### src/rtl/buffer_tile_streamer.sv
// Read-side client of the tiled buffer file: fetches one buffer tile at a time
// and serialises each tile as a valid/ready element stream.
module buffer_tile_streamer #(
  parameter int DATA_WIDTH   = 8,
  parameter int TILE_ELEMS   = 32,
  parameter int BUFFER_COUNT = 2,
  parameter int MAX_TILES    = 32,
  parameter int LEN_WIDTH    = $clog2(MAX_TILES * TILE_ELEMS) + 1,
  parameter int SEL_WIDTH    = (BUFFER_COUNT > 1) ? $clog2(BUFFER_COUNT) : 1
) (
  input  logic                  clk,
  input  logic                  reset_n,
  input  logic                  start,
  input  logic [SEL_WIDTH-1:0]  buf_sel,
  input  logic [LEN_WIDTH-1:0]  num_elems,
  output logic                  busy,
  output logic                  done,
  output logic                  buf_read_enable,
  output logic [SEL_WIDTH-1:0]  buf_read_buffer,
  output logic                  buf_reset_indices_enable,
  output logic [SEL_WIDTH-1:0]  buf_reset_indices_buffer,
  input  logic [DATA_WIDTH-1:0] buf_read_data [TILE_ELEMS],
  output logic                  out_valid,
  input  logic                  out_ready,
  output logic [DATA_WIDTH-1:0] out_data,
  output logic                  out_last,
  output logic [LEN_WIDTH-1:0]  out_index,
  output logic [2:0]            dbg_state
);

  localparam int PTR_WIDTH = (TILE_ELEMS > 1) ? $clog2(TILE_ELEMS) : 1;
  localparam logic [LEN_WIDTH-1:0] MAX_LEN   = LEN_WIDTH'(MAX_TILES * TILE_ELEMS);
  localparam logic [PTR_WIDTH-1:0] LAST_LANE = PTR_WIDTH'(TILE_ELEMS - 1);

  typedef enum logic [2:0] {
    IDLE    = 3'd0,
    FETCH   = 3'd1,
    CAPTURE = 3'd2,
    DRAIN   = 3'd3,
    FINISH  = 3'd4
  } state_t;

  state_t                  state;
  logic [SEL_WIDTH-1:0]    sel_q;
  logic [LEN_WIDTH-1:0]    remaining;
  logic [PTR_WIDTH-1:0]    elem_ptr;
  logic                    first_tile;
  logic [DATA_WIDTH-1:0]   tile [TILE_ELEMS];
  logic [LEN_WIDTH-1:0]    start_len;
  logic                    handshake;

  // Stream handshake: an element transfers in any cycle where out_valid and
  // out_ready are both high; out_valid never drops and out_data/out_last/
  // out_index never change until that transfer happens.
  assign handshake = out_valid && out_ready;

  // Oversized requests are clamped so reads never pass the last tile.
  assign start_len = (num_elems > MAX_LEN) ? MAX_LEN : num_elems;

  assign out_data  = out_valid ? tile[elem_ptr] : '0;
  assign out_last  = out_valid && (remaining == LEN_WIDTH'(1));
  assign dbg_state = state;

  always_ff @(posedge clk or negedge reset_n) begin
    if (!reset_n) begin
      state                    <= IDLE;
      sel_q                    <= '0;
      remaining                <= '0;
      elem_ptr                 <= '0;
      first_tile               <= 1'b0;
      busy                     <= 1'b0;
      done                     <= 1'b0;
      buf_read_enable          <= 1'b0;
      buf_read_buffer          <= '0;
      buf_reset_indices_enable <= 1'b0;
      buf_reset_indices_buffer <= '0;
      out_valid                <= 1'b0;
      out_index                <= '0;
      for (int i = 0; i < TILE_ELEMS; i++) tile[i] <= '0;
    end else begin
      // Strobes default low; they are raised only on entry to FETCH/FINISH.
      done                     <= 1'b0;
      buf_read_enable          <= 1'b0;
      buf_read_buffer          <= '0;
      buf_reset_indices_enable <= 1'b0;
      buf_reset_indices_buffer <= '0;

      case (state)
        IDLE: begin
          if (start) begin
            busy      <= 1'b1;
            out_index <= '0;
            if (start_len == '0) begin
              state <= FINISH;
            end else begin
              sel_q                    <= buf_sel;
              remaining                <= start_len;
              elem_ptr                 <= '0;
              first_tile               <= 1'b1;
              state                    <= FETCH;
              buf_read_enable          <= 1'b1;
              buf_read_buffer          <= buf_sel;
              buf_reset_indices_enable <= 1'b1;
              buf_reset_indices_buffer <= buf_sel;
            end
          end
        end

        FETCH: begin
          first_tile <= 1'b0;
          state      <= CAPTURE;
        end

        CAPTURE: begin
          for (int i = 0; i < TILE_ELEMS; i++) tile[i] <= buf_read_data[i];
          out_valid <= 1'b1;
          state     <= DRAIN;
        end

        DRAIN: begin
          if (handshake) begin
            elem_ptr  <= (elem_ptr == LAST_LANE) ? '0 : elem_ptr + PTR_WIDTH'(1);
            out_index <= out_index + LEN_WIDTH'(1);
            remaining <= remaining - LEN_WIDTH'(1);
            if (remaining == LEN_WIDTH'(1)) begin
              out_valid <= 1'b0;
              state     <= FINISH;
            end else if (elem_ptr == LAST_LANE) begin
              out_valid                <= 1'b0;
              state                    <= FETCH;
              buf_read_enable          <= 1'b1;
              buf_read_buffer          <= sel_q;
              buf_reset_indices_enable <= first_tile;
              buf_reset_indices_buffer <= first_tile ? sel_q : '0;
            end
          end
        end

        FINISH: begin
          done  <= 1'b1;
          busy  <= 1'b0;
          state <= IDLE;
        end

        default: begin
          state     <= IDLE;
          busy      <= 1'b0;
          out_valid <= 1'b0;
        end
      endcase
    end
  end

endmodule
### config.mk
export PLATFORM = sky130hd
export DESIGN_NAME = buffer_tile_streamer
export DESIGN_NICKNAME = d
export VERILOG_FILES = /design/src/rtl/buffer_tile_streamer.sv
export SDC_FILE = /design/constraint.sdc
export NUM_CORES = 1
export LEC_CHECK = 0
export ABC_AREA = 1
export BUFFER_PORTS_ARGS = -buffer_cell sky130_fd_sc_hd__clkbuf_2
export CAP_MARGIN = 0
export CORE_MARGIN = 4
export CORE_UTILIZATION = 59
export CTS_BUF_LIST = sky130_fd_sc_hd__clkbuf_16
export DETAILED_ROUTE_END_ITERATION = 7
export PLACE_DENSITY = 0.86
export SYNTH_ARGS = -nofsm -noshare
export SYNTH_HDL_FRONTEND = slang
export SYNTH_SLANG_ARGS = --single-unit
### constraint.sdc
create_clock -name clk -period 4.3 [get_ports clk]
set_input_delay 0.215 -clock clk [delete_from_list [all_inputs] [get_ports clk]]
set_output_delay 0.215 -clock clk [all_outputs]
set_load 0.01 [all_outputs]
==> qor.csv, run 1 <==
stage,metric,value,unit
status,status,completed,
power,pwr-share-seq,0.355,
synthesis,ys_ff_latch,295,
global_route,grt_overflow_total,0,
critical_path,worstPathArrival,3.36,ns
sta,finalSetupTns,0,ns
die,ioPinCount,302,
clocking,cts.htree.levels,1,
critical_path,end_kind,output port,
power,leakage,9.447,nW
clocking,cts.clk_slew.worst_paths,0.06,ns
detailed_routing,antenna_left,0,
synthesis,yosysWarnings,0,
global_route,grt_max_degree,130,
clocking,clkLatencyLatePin,0.58,ns
critical_path,cp_slowest_stage_delay,0.77,ns
global_route,grt_pass1_wl,86240,um
power,p_per_area,752.1,nW/um^2
synthesis,synth_area,14300,sq um
sta,timing_hold_violations_final,0,
power,p_int,8.566,mW
placement,place_hpwl,27720,um
die,placementRows,56,
worst_hold_path,worstHoldPathCells,5,
detailed_routing,wire_per_inst,23.83,um
global_route,antenna_found_initial,12,
clocking,clock-sinks,295,
sta,rsz0062_at_grt,no,
sta,fin_worst_skew,0.03453,ns
placement,gp_congestion,0.9079,
power,p_comb_frac,0.458,
critical_path,r2r_end,buf_reset_indices_buffer,
power,swShare,0.4177,
detailed_routing,routed-via-count,14510,
critical_path,reg2reg_depth,7,
cells_and_area,fin_area,19560,sq um
synthesis,synth_nets,1755,
power,power.net_switching,6.146,mW
detailed_routing,firstDrtPassIters,7,
clocking,cts_buffer_depth,3,
die,core,23680,sq um
critical_path,cp.required,4.09,ns
critical_path,r2r_start,elem_ptr[0],
sta,setup_violations,0,
sta,finalMaxSlewViolations,0,
clocking,ctsResizeCount,0,
critical_path,cp_max_fo,89,
critical_path,critPathLaunchType,flop,
cells_and_area,layoutNonFillerInstCount,2349,
critical_path,criticalPathCategory,flop to output port,
critical_path,crit_chain,inv_4 > buf_4 > nand2_1 > nand3_1 > nand3_1 > nand2_1 > nand2_1 > nand2_1 > nor2_1 > nor2_1 > clkbuf_2,
cells_and_area,nNetsFinal,2272,
die,start_util,0.6040,
detailed_routing,viasPerCell,6.178,
synthesis,avgSynthCellArea,9.678,sq um
clocking,clockRootBuffer,clkbuf_16,
die,dieArea,26800,sq um
critical_path,ff2ff_setup_slack,1.77,ns
sta,worst_slew_pin_slew,1.138,ns
synthesis,synth.distinct_cells,36,
sta,hold_slack,0.03396,ns
power,vdd_drop_max,0.4887,mV
cells_and_area,area_delta_synth_final,36.77,%
synthesis,ys_seq_area_frac,0.5161,
global_route,track_usage,0.4224,
die,dieHeight,163.7,um
worst_hold_path,hold_end,remaining[10],
cells_and_area,fillers,1297,
sta,max_freq,279.9,MHz
cells_and_area,drive_gt1_frac,0.3076,
critical_path,slowest_stage,inv_4,
critical_path,path_common_cell,nand2_1,
worst_hold_path,min_from,num_elems[10],
synthesis,synthCells,1478,
sta,layout_min_cycle_time,3.573,ns
placement,port_buffers,301,
worst_hold_path,hold_path.class,primary input to flop,
placement,placed_cells,2020,
sta,slew_headroom,0.2412,
die,die_w,163.7,um
cells_and_area,final_util,0.8260,
detailed_routing,drt_iter0_drc,2062,
placement,place_area,15920,sq um
power,clkPwrFrac,0.186,
clocking,cts_inserted_buffers,31,
detailed_routing,routed_wl,55970,um
sta,fin_crit_sh,0.8310,
detailed_routing,drc_errors,0,
flow_run,cap_viol_max_count,0,
global_route,grt_pass1_vias,14950,
clocking,cts_tree,built,
[metrics by stage]
stage          worst slack (ns)  total power, mW
2_1_floorplan             2.640            9.425
3_3_place_gp              1.509            10.71
3_5_place_dp              1.468            11.02
4_1_cts                  0.8752            13.92
5_1_grt                  0.6031            15.42
6_report                 0.7268            14.71
[synth_stat cells, drive strengths merged]
master | count | share of area
nand2 | 392 | 0.10
dfrtp | 295 | 0.52
mux2 | 242 | 0.19
nand3 | 220 | 0.078
buf | 77 | 0.029
nor2 | 63 | 0.017
inv | 53 | 0.014
o21ai | 48 | 0.017
a21oi | 40 | 0.014
clkbuf | 14 | 0.0037
nand4 | 9 | 0.0039
nor3 | 6 | 0.0021
ha | 5 | 0.0044
clkinv | 2 | 0.00061
nand3b | 2 | 0.0010
xor2 | 2 | 0.0012
a31o | 1 | 0.00061
a31oi | 1 | 0.00044
a32oi | 1 | 0.00061
and2 | 1 | 0.00044
nor3b | 1 | 0.00053
o31ai | 1 | 0.00053
or2 | 1 | 0.00044
xnor2 | 1 | 0.00061
[worst max-delay path by stage]
stage                      startpoint           to  cells after the start
after floorplan           elem_ptr[0]  out_data[4]                     12
after global placement    elem_ptr[0]  out_data[7]                     11
after detailed placement  elem_ptr[0]  out_data[4]                     11
after CTS                 elem_ptr[0]  out_data[4]                     11
after global routing      elem_ptr[0]  out_data[1]                     11
final                     elem_ptr[0]  out_data[1]                     11
[state kept, by name, indices dropped and copies added, names as in the netlist, 3 cells and up]
| signal | flops |
|---|---|
| dbg_state | 3 |
| elem_ptr | 5 |
| out_index | 11 |
| remaining | 11 |
| tile | 256 |
[cell families (layout without fill, tap and decap cells)]
group           Yosys count  after routing  share of synthesized area
simple gates            695            695                     0.2070
xor+xnor                  3              3                   0.001837
mux                     242            242                     0.1905
flops                   295            295                     0.5161
other cells               0             11                          0
fa+ha+maj                 5              5                   0.004374
compound gates           92             92                    0.03324
buf+inv                 146            687                    0.04697
[power by group through the flow]
stage	clock (mW)	sequential (mW)	combinational, mW
2_1_floorplan	0	4.73	4.69
3_3_place_gp	0	4.96	5.75
3_5_place_dp	0	5.04	5.97
4_1_cts	2.67	5.02	6.24
5_1_grt	2.84	5.30	7.28
6_report	2.74	5.23	6.74
[per-layer routing]
metal  track usage  part of all wire  vias to the layer above  wire, um
met4        0.2730             0.088                        8      4941
li1              -                 -                     5995         -
met5             0           0.00080                        -        45
met1        0.5003              0.34                     6856     18950
met2        0.6902              0.48                     1223     26600
met3        0.1031             0.097                      430      5432
[final cells by class]
cell class | count | area (sq um) | area share
tap | 319 | 399.1 | 0.02040
inverter | 55 | 212.7 | 0.01087
clock buffer | 31 | 775.7 | 0.03965
antenna | 11 | 27.53 | 0.001407
sequential | 295 | 7388 | 0.3777
multi-input combinational | 1037 | 6257 | 0.3199
timing repair buffer | 575 | 4277 | 0.2186
clock inverter | 26 | 225.2 | 0.01151
[cells in the final DEF (no fill, tap or decap), types with 21 or more instances in the layout]
cell type      instances
inv_1                 50
dfrtp_1              292
nor2_1                60
o21ai_0               26
nand2_1              389
clkbuf_2             300
dlygate4sd3_1        261
a21oi_1               40
o21ai_1               21
mux2_2               242
nand3_1              218
clkbuf_16             31
[worst max-delay path: cells and delay by family, from the launching register on]
family	cells	cell delay, ns
AND/OR/NAND/NOR	8	0.84
buffers and inverters	3	1.37
flip-flops	1	0.58
[what timing repair did]
| action | 4_1_cts | 5_1_grt |
|---|---|---|
| hold buffers | 261 | 0 |
| buffers inserted | 0 | 0 |
| hold endpoints to repair | 389 | 0 |
(Power assumes the default switching activity.)
==> run 2, diff against run 1 <==
ABC_AREA = 0   (was 1)
CORE_UTILIZATION = 55   (was 59)
PLACE_DENSITY = 0.82   (was 0.86)
clock period = 3.7 ns   (was 4.3 ns; I/O delays follow)
==> run 2 against run 1 <==
Effect of this change:
- first-iteration DRC count shrank 56%
- final area decreased by 2.3%
- count of clock-buffer cells in the layout is the same
- sequential share of layout area up 0.91 points
- critical path depth decreased by 5
- sequential power rose by 17%
- hold slack improved by 0.065 ns
- area after synthesis shrank 4.4%
- worst setup slack got worse by 0.37 ns
- critical endpoint is now out_data[3]
- largest cell class unchanged
- largest power group is now registers
- highest routed layer is now met4
==> qor.csv, run 2 <==
stage,metric,value,unit,change
status,status,completed,,unchanged
placement,dp_slack,0.9970,ns,was 1.468 ns
synthesis,yosys.area.top_type,dfrtp_1,,unchanged
detailed_routing,routed_wl,45170,um,was 55970 um
critical_path,slowest_stage,mux4_2,,was inv_4
sta,fin_worst_skew,0.01752,ns,was 0.03453 ns
detailed_routing,routed-via-count,10800,,was 14.51k
cells_and_area,area_delta_synth_final,39.65,%,was 36.77%
sta,max_freq,299.4,MHz,
placement,place_hpwl,25080,um,was 27720 um
synthesis,yosys.area.top_type_share,0.5396,,was 0.5161
sta,timing_hold_violations_final,0,,unchanged
cells_and_area,regMostFlops,tile,,unchanged
synthesis,ys_top_cells_by_count,"295 x dfrtp_1, 275 x mux2_2, 56 x mux4_2",,"was 390 x nand2_1, 295 x dfrtp_1, 242 x mux2_2"
clocking,cts.htree.levels,1,,unchanged
synthesis,synth.most_common_cell,dfrtp_1,,was nand2_1
sta,rsz0062_at_grt,no,,unchanged
placement,port_buffers,301,,unchanged
cells_and_area,nNetsFinal,1746,,was 2272
die,start_util,0.5609,,was 0.6040
sta,layout_min_cycle_time,3.340,ns,
sta,finalMaxSlewViolations,0,,unchanged
detailed_routing,firstDrtPassIters,5,,was 7
synthesis,ys_ff_latch,295,,unchanged
synthesis,synth-edff-count,0,,unchanged
die,dieHeight,165.7,um,was 163.7 um
critical_path,crit_chain,buf_12 > mux4_2 > mux2_2 > o221ai_1 > a31oi_1 > clkbuf_2,,was inv_4 > buf_4 > nand2_1 > nand3_1 > nand3_1 > nand2_1 > nand2_1 > nand2_1 > nor2_1 > nor2_1 > clkbuf_2
global_route,track_usage,0.3274,,was 0.4224
power,p_per_area,773.9,nW/um^2,was 752.1 nW/um^2
die,placementRows,57,,was 56
die,die_w,165.7,um,was 163.7 um
detailed_routing,drc_errors,0,,unchanged
clocking,cts.clk_slew.worst_paths,0.06,ns,about the same
flow_run,cap_viol_max_count,0,,unchanged
critical_path,worstPathArrival,3.16,ns,was 3.36 ns
die,ioPinCount,302,,unchanged
critical_path,cp_slowest_stage_delay,0.61,ns,was 0.77 ns
cells_and_area,largest_reg_flops,256,,unchanged
critical_path,criticalPathCategory,flop to output port,,unchanged
critical_path,cp_top_family,multiplexers,,was buffers and inverters
die,core,24390,sq um,was 23680 sq um
cells_and_area,drive_gt1_frac,0.4728,,was 0.3076
synthesis,synth_area,13680,sq um,was 14300 sq um
global_route,grt_max_degree,161,,was 130
cells_and_area,largestRegisters,"tile: 256 flops, out_index: 11 flops, remaining: 11 flops",,unchanged
clocking,clkLatencyLatePin,0.56,ns,was 0.58 ns
synthesis,synth.distinct_cells,59,,was 36
global_route,grt_pass1_wl,70330,um,was 86240 um
clocking,clock-sinks,295,,unchanged
global_route,grt_overflow_total,0,,unchanged
cells_and_area,fillers,1402,,was 1297
cells_and_area,final_cell_mix,"300 x clkbuf_2, 293 x dfrtp_1, 275 x mux2_2, 269 x dlygate4sd3_1, 56 x mux4_2",,"was 389 x nand2_1, 300 x clkbuf_2, 292 x dfrtp_1, 261 x dlygate4sd3_1, 242 x mux2_2"
synthesis,avgSynthCellArea,14.87,sq um,was 9.678 sq um
sta,worst_slack,0.3596,ns,was 0.7268 ns
critical_path,crit_buf_inv,2,,was 3
power,leakage,8.698,nW,was 9.447 nW
synthesis,synthTopCellsByArea,"dfrtp_1 54%, mux2_2 23%, mux4_2 9.2%, mux2i_1 1.2%, buf_2 1.2%",,"was dfrtp_1 52%, mux2_2 19%, nand2_1 10%, nand3_1 7.6%, buf_2 1.9%"
critical_path,critPathLaunchType,flop,,unchanged
global_route,grt_pass1_vias,12050,,was 14.95k
sta,worst_slew_pin_slew,0.9785,ns,was 1.138 ns
detailed_routing,antenna_left,0,,unchanged
cells_and_area,final_util,0.7833,,was 0.8260
global_route,antenna_found_initial,7,,was 12
detailed_routing,viasPerCell,5.930,,was 6.178
sta,slew_headroom,0.3477,,was 0.2412
die,dieArea,27460,sq um,was 26800 sq um
critical_path,cp_max_fo,56,,was 89
synthesis,yosys_most_used_dff,dfrtp_1,,unchanged
clocking,cts_tree,built,,unchanged
detailed_routing,drt_iter0_drc,902,,was 2062
cells_and_area,final_common_cell,clkbuf_2,,was nand2_1
sta,setup_violations,0,,unchanged
placement,gp_congestion,0.8431,,was 0.9079
sta,finalSetupTns,0,ns,unchanged
detailed_routing,wire_per_inst,24.79,um,was 23.83 um
synthesis,async_reset_ff_frac,1.000,,unchanged
synthesis,synth_nets,1197,,was 1755
clocking,cts_inserted_buffers,31,,unchanged
sta,fin_crit_sh,0.9028,,
synthesis,yosysWarnings,0,,unchanged
clocking,cts_buffer_depth,3,,unchanged
synthesis,ys_seq_area_frac,0.5396,,was 0.5161
critical_path,end_kind,output port,,unchanged
clocking,clockRootBuffer,clkbuf_16,,unchanged
worst_hold_path,hold_path.class,primary input to flop,,unchanged
power,vdd_drop_max,0.4935,mV,was 0.4887 mV
synthesis,synthCells,920,,was 1478
critical_path,cp.required,3.51,ns,was 4.09 ns
## run 2: cell types whose count changed after synthesis, moves of 10 or more
cell	before	now
a22oi_1	0	10
mux4_2	0	56
nand2_1	390	9
nand3_1	218	12
inv_1	46	5
mux2i_1	0	17
a31oi_1	1	16
buf_2	54	32
a21oi_1	40	15
nor2_1	60	17
o21ai_1	21	0
mux2_2	242	275
## run 2: worst min-delay path, cell delays in order
cell and delay, ns:
clkbuf_2 0.11, inv_1 0.10, a31oi_1 0.10, mux2i_1 0.11
## run 2: cell type report
class	count	area, sq um	share of cell area
Tap cell	324	405.4	0.02122
Sequential cell	295	7390	0.3868
Antenna cell	7	17.52	0.0009169
Multi-Input combinational cell	552	5939	0.3109
Inverter	6	22.52	0.001179
Clock buffer	31	775.7	0.04061
Timing Repair Buffer	583	4369	0.2287
Clock inverter	24	185.2	0.009693
## run 2: kinds of logic after synthesis
group                      synth area share
AOI/OAI and AO/OA                   0.06045
xor gates and xnor gates           0.001281
adders and majority gates          0.004573
buffers and inverters               0.02680
DFF                                  0.5396
muxes                                0.3310
and+or+nand+nor                     0.03631
## run 2: power by group
group          switching (mW)  internal, mW
Combinational            2.39          3.24
Sequential               1.31          4.81
Clock                    1.32          1.72
Total                    5.02          9.76
## run 2: final timing paths
kind | from | to | slack, ns | cells past startpoint
hold reg to reg | remaining[7] | remaining[7] | 0.50 | 1
max in group asynchronous | reset_n | tile[112] | 2.28 | 3
setup / recovery | elem_ptr[0] | out_data[3] | 0.36 | 6
min in group asynchronous | reset_n | tile[178] | 0.31 | 2
hold / removal | num_elems[10] | remaining[0] | 0.1 | 4
setup reg to reg | out_valid | elem_ptr[0] | 1.13 | 5
## run 2: what timing repair did
item                                    4_1_cts  5_1_grt
endpoints found under the setup margin        0        0
endpoints found under the hold margin       393        0
hold buffers                                269        0
resized for setup                             0        0
buffers inserted                              0        0
## run 2: metal layers
layer | vias up | GRT usage | wire length, um
met3 | 185 | 0.06244 | 2618
met1 | 5460 | 0.3836 | 16320
met5 | - | 0 | 0
met2 | 554 | 0.5687 | 23220
met4 | 0 | 0.1829 | 3012
li1 | 4605 | - | -
## run 2: metrics by stage
stage / power (mW) / instance area, sq um / hold slack (ns) / std cells
4_1_cts: 14.44 / 19090 / 0.06773 / 1815
3_3_place_gp: 10.94 / 15430 / 0.3564 / 1491
5_1_grt: 15.46 / 19100 / 0.08996 / 1822
6_report: 14.78 / 19100 / 0.09918 / 1822
2_1_floorplan: 9.514 / 13680 / -0.1106 / 920
3_5_place_dp: 11.18 / 15430 / 0.3601 / 1491
==> run 3, diff against run 2 <==
CELL_PAD_IN_SITES_DETAIL_PLACEMENT = 2   (was unset)
CELL_PAD_IN_SITES_GLOBAL_PLACEMENT = 2   (was unset)
CORE_UTILIZATION = 38   (was 55)
==> run 3 against run 2 <==
Effect of this change:
- worst setup slack worse by 0.025 ns
- global-route usage fell by 2.2 points
- non-clock buffer count rose by 2
- routed wire length rose by 44%
- die area up 42%
- clock power increased by 17%
- highest routed layer is now met5
- register-to-register slack got worse by 0.27 ns
==> qor.csv, run 3 (same netlist as run 2, synthesis figures left out) <==
stage,metric,value,unit,change
global_route,grt_overflow_total,0,,unchanged
clocking,clockRootBuffer,clkbuf_16,,unchanged
cells_and_area,largestRegisters,"tile: 256 flops, out_index: 11 flops, remaining: 11 flops",,unchanged
detailed_routing,wire_per_inst,32.98,um,was 24.79 um
sta,timing_hold_violations_final,0,,unchanged
clocking,post-cts-setup-buffers,0,,unchanged
global_route,grt_pass1_wl,88750,um,was 70330 um
die,placementRows,69,,was 57
cells_and_area,fin_area,19450,sq um,was 19100 sq um
detailed_routing,drc_errors,0,,unchanged
critical_path,cp_max_fo,30,,was 56
die,dieArea,39100,sq um,was 27460 sq um
clocking,cts_buffer_depth,3,,unchanged
critical_path,cp.required,3.51,ns,about the same
die,ioPinCount,302,,unchanged
power,leakage,8.791,nW,was 8.698 nW
power,p_per_area,844.8,nW/um^2,was 773.9 nW/um^2
flow_run,cap_viol_max_count,0,,unchanged
clocking,cts_inserted_buffers,35,,was 31
clocking,cts.htree.levels,2,,was 1
detailed_routing,viasPerCell,5.716,,was 5.930
sta,hold_slack,0.001930,ns,was 0.09918 ns
cells_and_area,drive_gt1_frac,0.4803,,was 0.4728
clocking,cts.clk_slew.worst_paths,0.06,ns,about the same
global_route,grt_max_degree,129,,was 161
worst_hold_path,hold_path.class,primary input to flop,,unchanged
sta,rsz0062_at_grt,no,,unchanged
die,die_w,197.7,um,was 165.7 um
clocking,cts_hold_buf,263,,was 269
cells_and_area,nNetsFinal,1752,,was 1746
global_route,grt_pass1_vias,12950,,was 12.05k
detailed_routing,antenna_left,0,,unchanged
global_route,track_usage,0.3052,,was 0.3274
detailed_routing,drt_iter0_drc,834,,was 902
sta,fin_worst_skew,0.03383,ns,was 0.01752 ns
power,finalPower,16.43,mW,was 14.78 mW
clocking,ctsResizeCount,0,,unchanged
status,status,completed,,unchanged
critical_path,reg2reg_depth,6,,was 5
critical_path,criticalPathCategory,flop to output port,,unchanged
sta,fin_crit_sh,0.9095,,was 0.9028
cells_and_area,area_delta_synth_final,42.16,%,was 39.65%
critical_path,worstPathArrival,3.18,ns,was 3.16 ns
critical_path,critPathLaunchType,flop,,unchanged
sta,setup_violations,0,,unchanged
power,vdd_drop_max,0.5504,mV,was 0.4935 mV
placement,port_buffers,301,,unchanged
global_route,antenna_found_initial,10,,was 7
worst_hold_path,worstHoldPathCells,3,,was 4
critical_path,end_kind,output port,,unchanged
die,dieHeight,197.7,um,was 165.7 um
placement,place_hpwl,32950,um,was 25080 um
sta,finalMaxSlewViolations,0,,unchanged
sta,finalSetupTns,0,ns,unchanged
placement,gp_congestion,0.7856,,was 0.8431
die,core,35570,sq um,was 24390 sq um
clocking,cts_tree,built,,unchanged
sta,max_freq,297.2,MHz,was 299.4 MHz
detailed_routing,routed_wl,65030,um,was 45170 um
cells_and_area,regMostFlops,tile,,unchanged
clocking,clkLatencyLatePin,0.55,ns,was 0.56 ns
cells_and_area,final_common_cell,clkbuf_2,,unchanged
detailed_routing,routed-via-count,11270,,was 10.80k
placement,place_area,15680,sq um,was 15430 sq um
detailed_routing,firstDrtPassIters,5,,unchanged
sta,slew_headroom,0.3409,,was 0.3477
cells_and_area,final_cell_mix,"300 x clkbuf_2, 293 x dfrtp_1, 275 x mux2_2, 263 x dlygate4sd3_1, 56 x mux4_2",,"was 300 x clkbuf_2, 293 x dfrtp_1, 275 x mux2_2, 269 x dlygate4sd3_1, 56 x mux4_2"
die,start_util,0.3846,,was 0.5609
sta,worst_slew_pin_slew,0.9866,ns,was 0.9785 ns
clocking,clock-sinks,295,,unchanged
cells_and_area,largest_reg_flops,256,,unchanged
sta,layout_min_cycle_time,3.365,ns,was 3.340 ns
## run 3: where the power goes
part	switching (mW)	internal, mW
Sequential	1.72	4.81
Clock	1.56	1.99
Combinational	3.04	3.32
## run 3: final timing paths
path	start	endpoint	slack, ns
worst max-delay path	elem_ptr[0]	out_data[6]	0.33
worst min-delay path	num_elems[3]	remaining[3]	0.002
worst max register to register	elem_ptr[1]	buf_reset_indices_buffer	0.86
worst min register to register	tile[156]	tile[156]	0.51
max in group asynchronous	reset_n	tile[198]	2.40
min in group asynchronous	reset_n	tile[186]	0.33
## run 3: routing by layer
metal / vias up / routed length (um) / share of wire / global-route usage
li1: 4619 / - / - / -
met1: 5948 / 23600 / 0.36 / 0.3401
met2: 498 / 34280 / 0.53 / 0.5591
met3: 203 / 3315 / 0.051 / 0.05666
met4: 4 / 3811 / 0.059 / 0.1487
met5: - / 27 / 0.00042 / 0
## run 3: worst max-delay path: stages (launching register included)
cell      delay [ns]
dfrtp_4         0.87
buf_4           0.31
mux4_2          0.55
mux2_2          0.31
o221ai_1        0.30
a31oi_1         0.10
clkbuf_2        0.19
## run 3: final cells by class
class / count / area [sq um]
repair buffers: 585 / 4382
clock buffers: 36 / 900.9
diodes: 12 / 30.03
flip-flops and latches: 295 / 7390
fillers: 3214 / 16120
inverters: 6 / 22.52
clock inverters: 25 / 207.7
well taps: 461 / 576.8
multi-input cells: 552 / 5939
## run 3: through the flow
| step | setup slack, ns | cells | utilization |
|---|---|---|---|
| floorplan | 1.727 | 920 | - |
| global placement | 0.9523 | 1636 | 0.4408 |
| detailed placement | 0.9195 | 1636 | 0.4408 |
| CTS | 0.3708 | 1960 | 0.5459 |
| global route | 0.1962 | 1972 | 0.5468 |
| finish | 0.3348 | 1972 | 0.5468 |
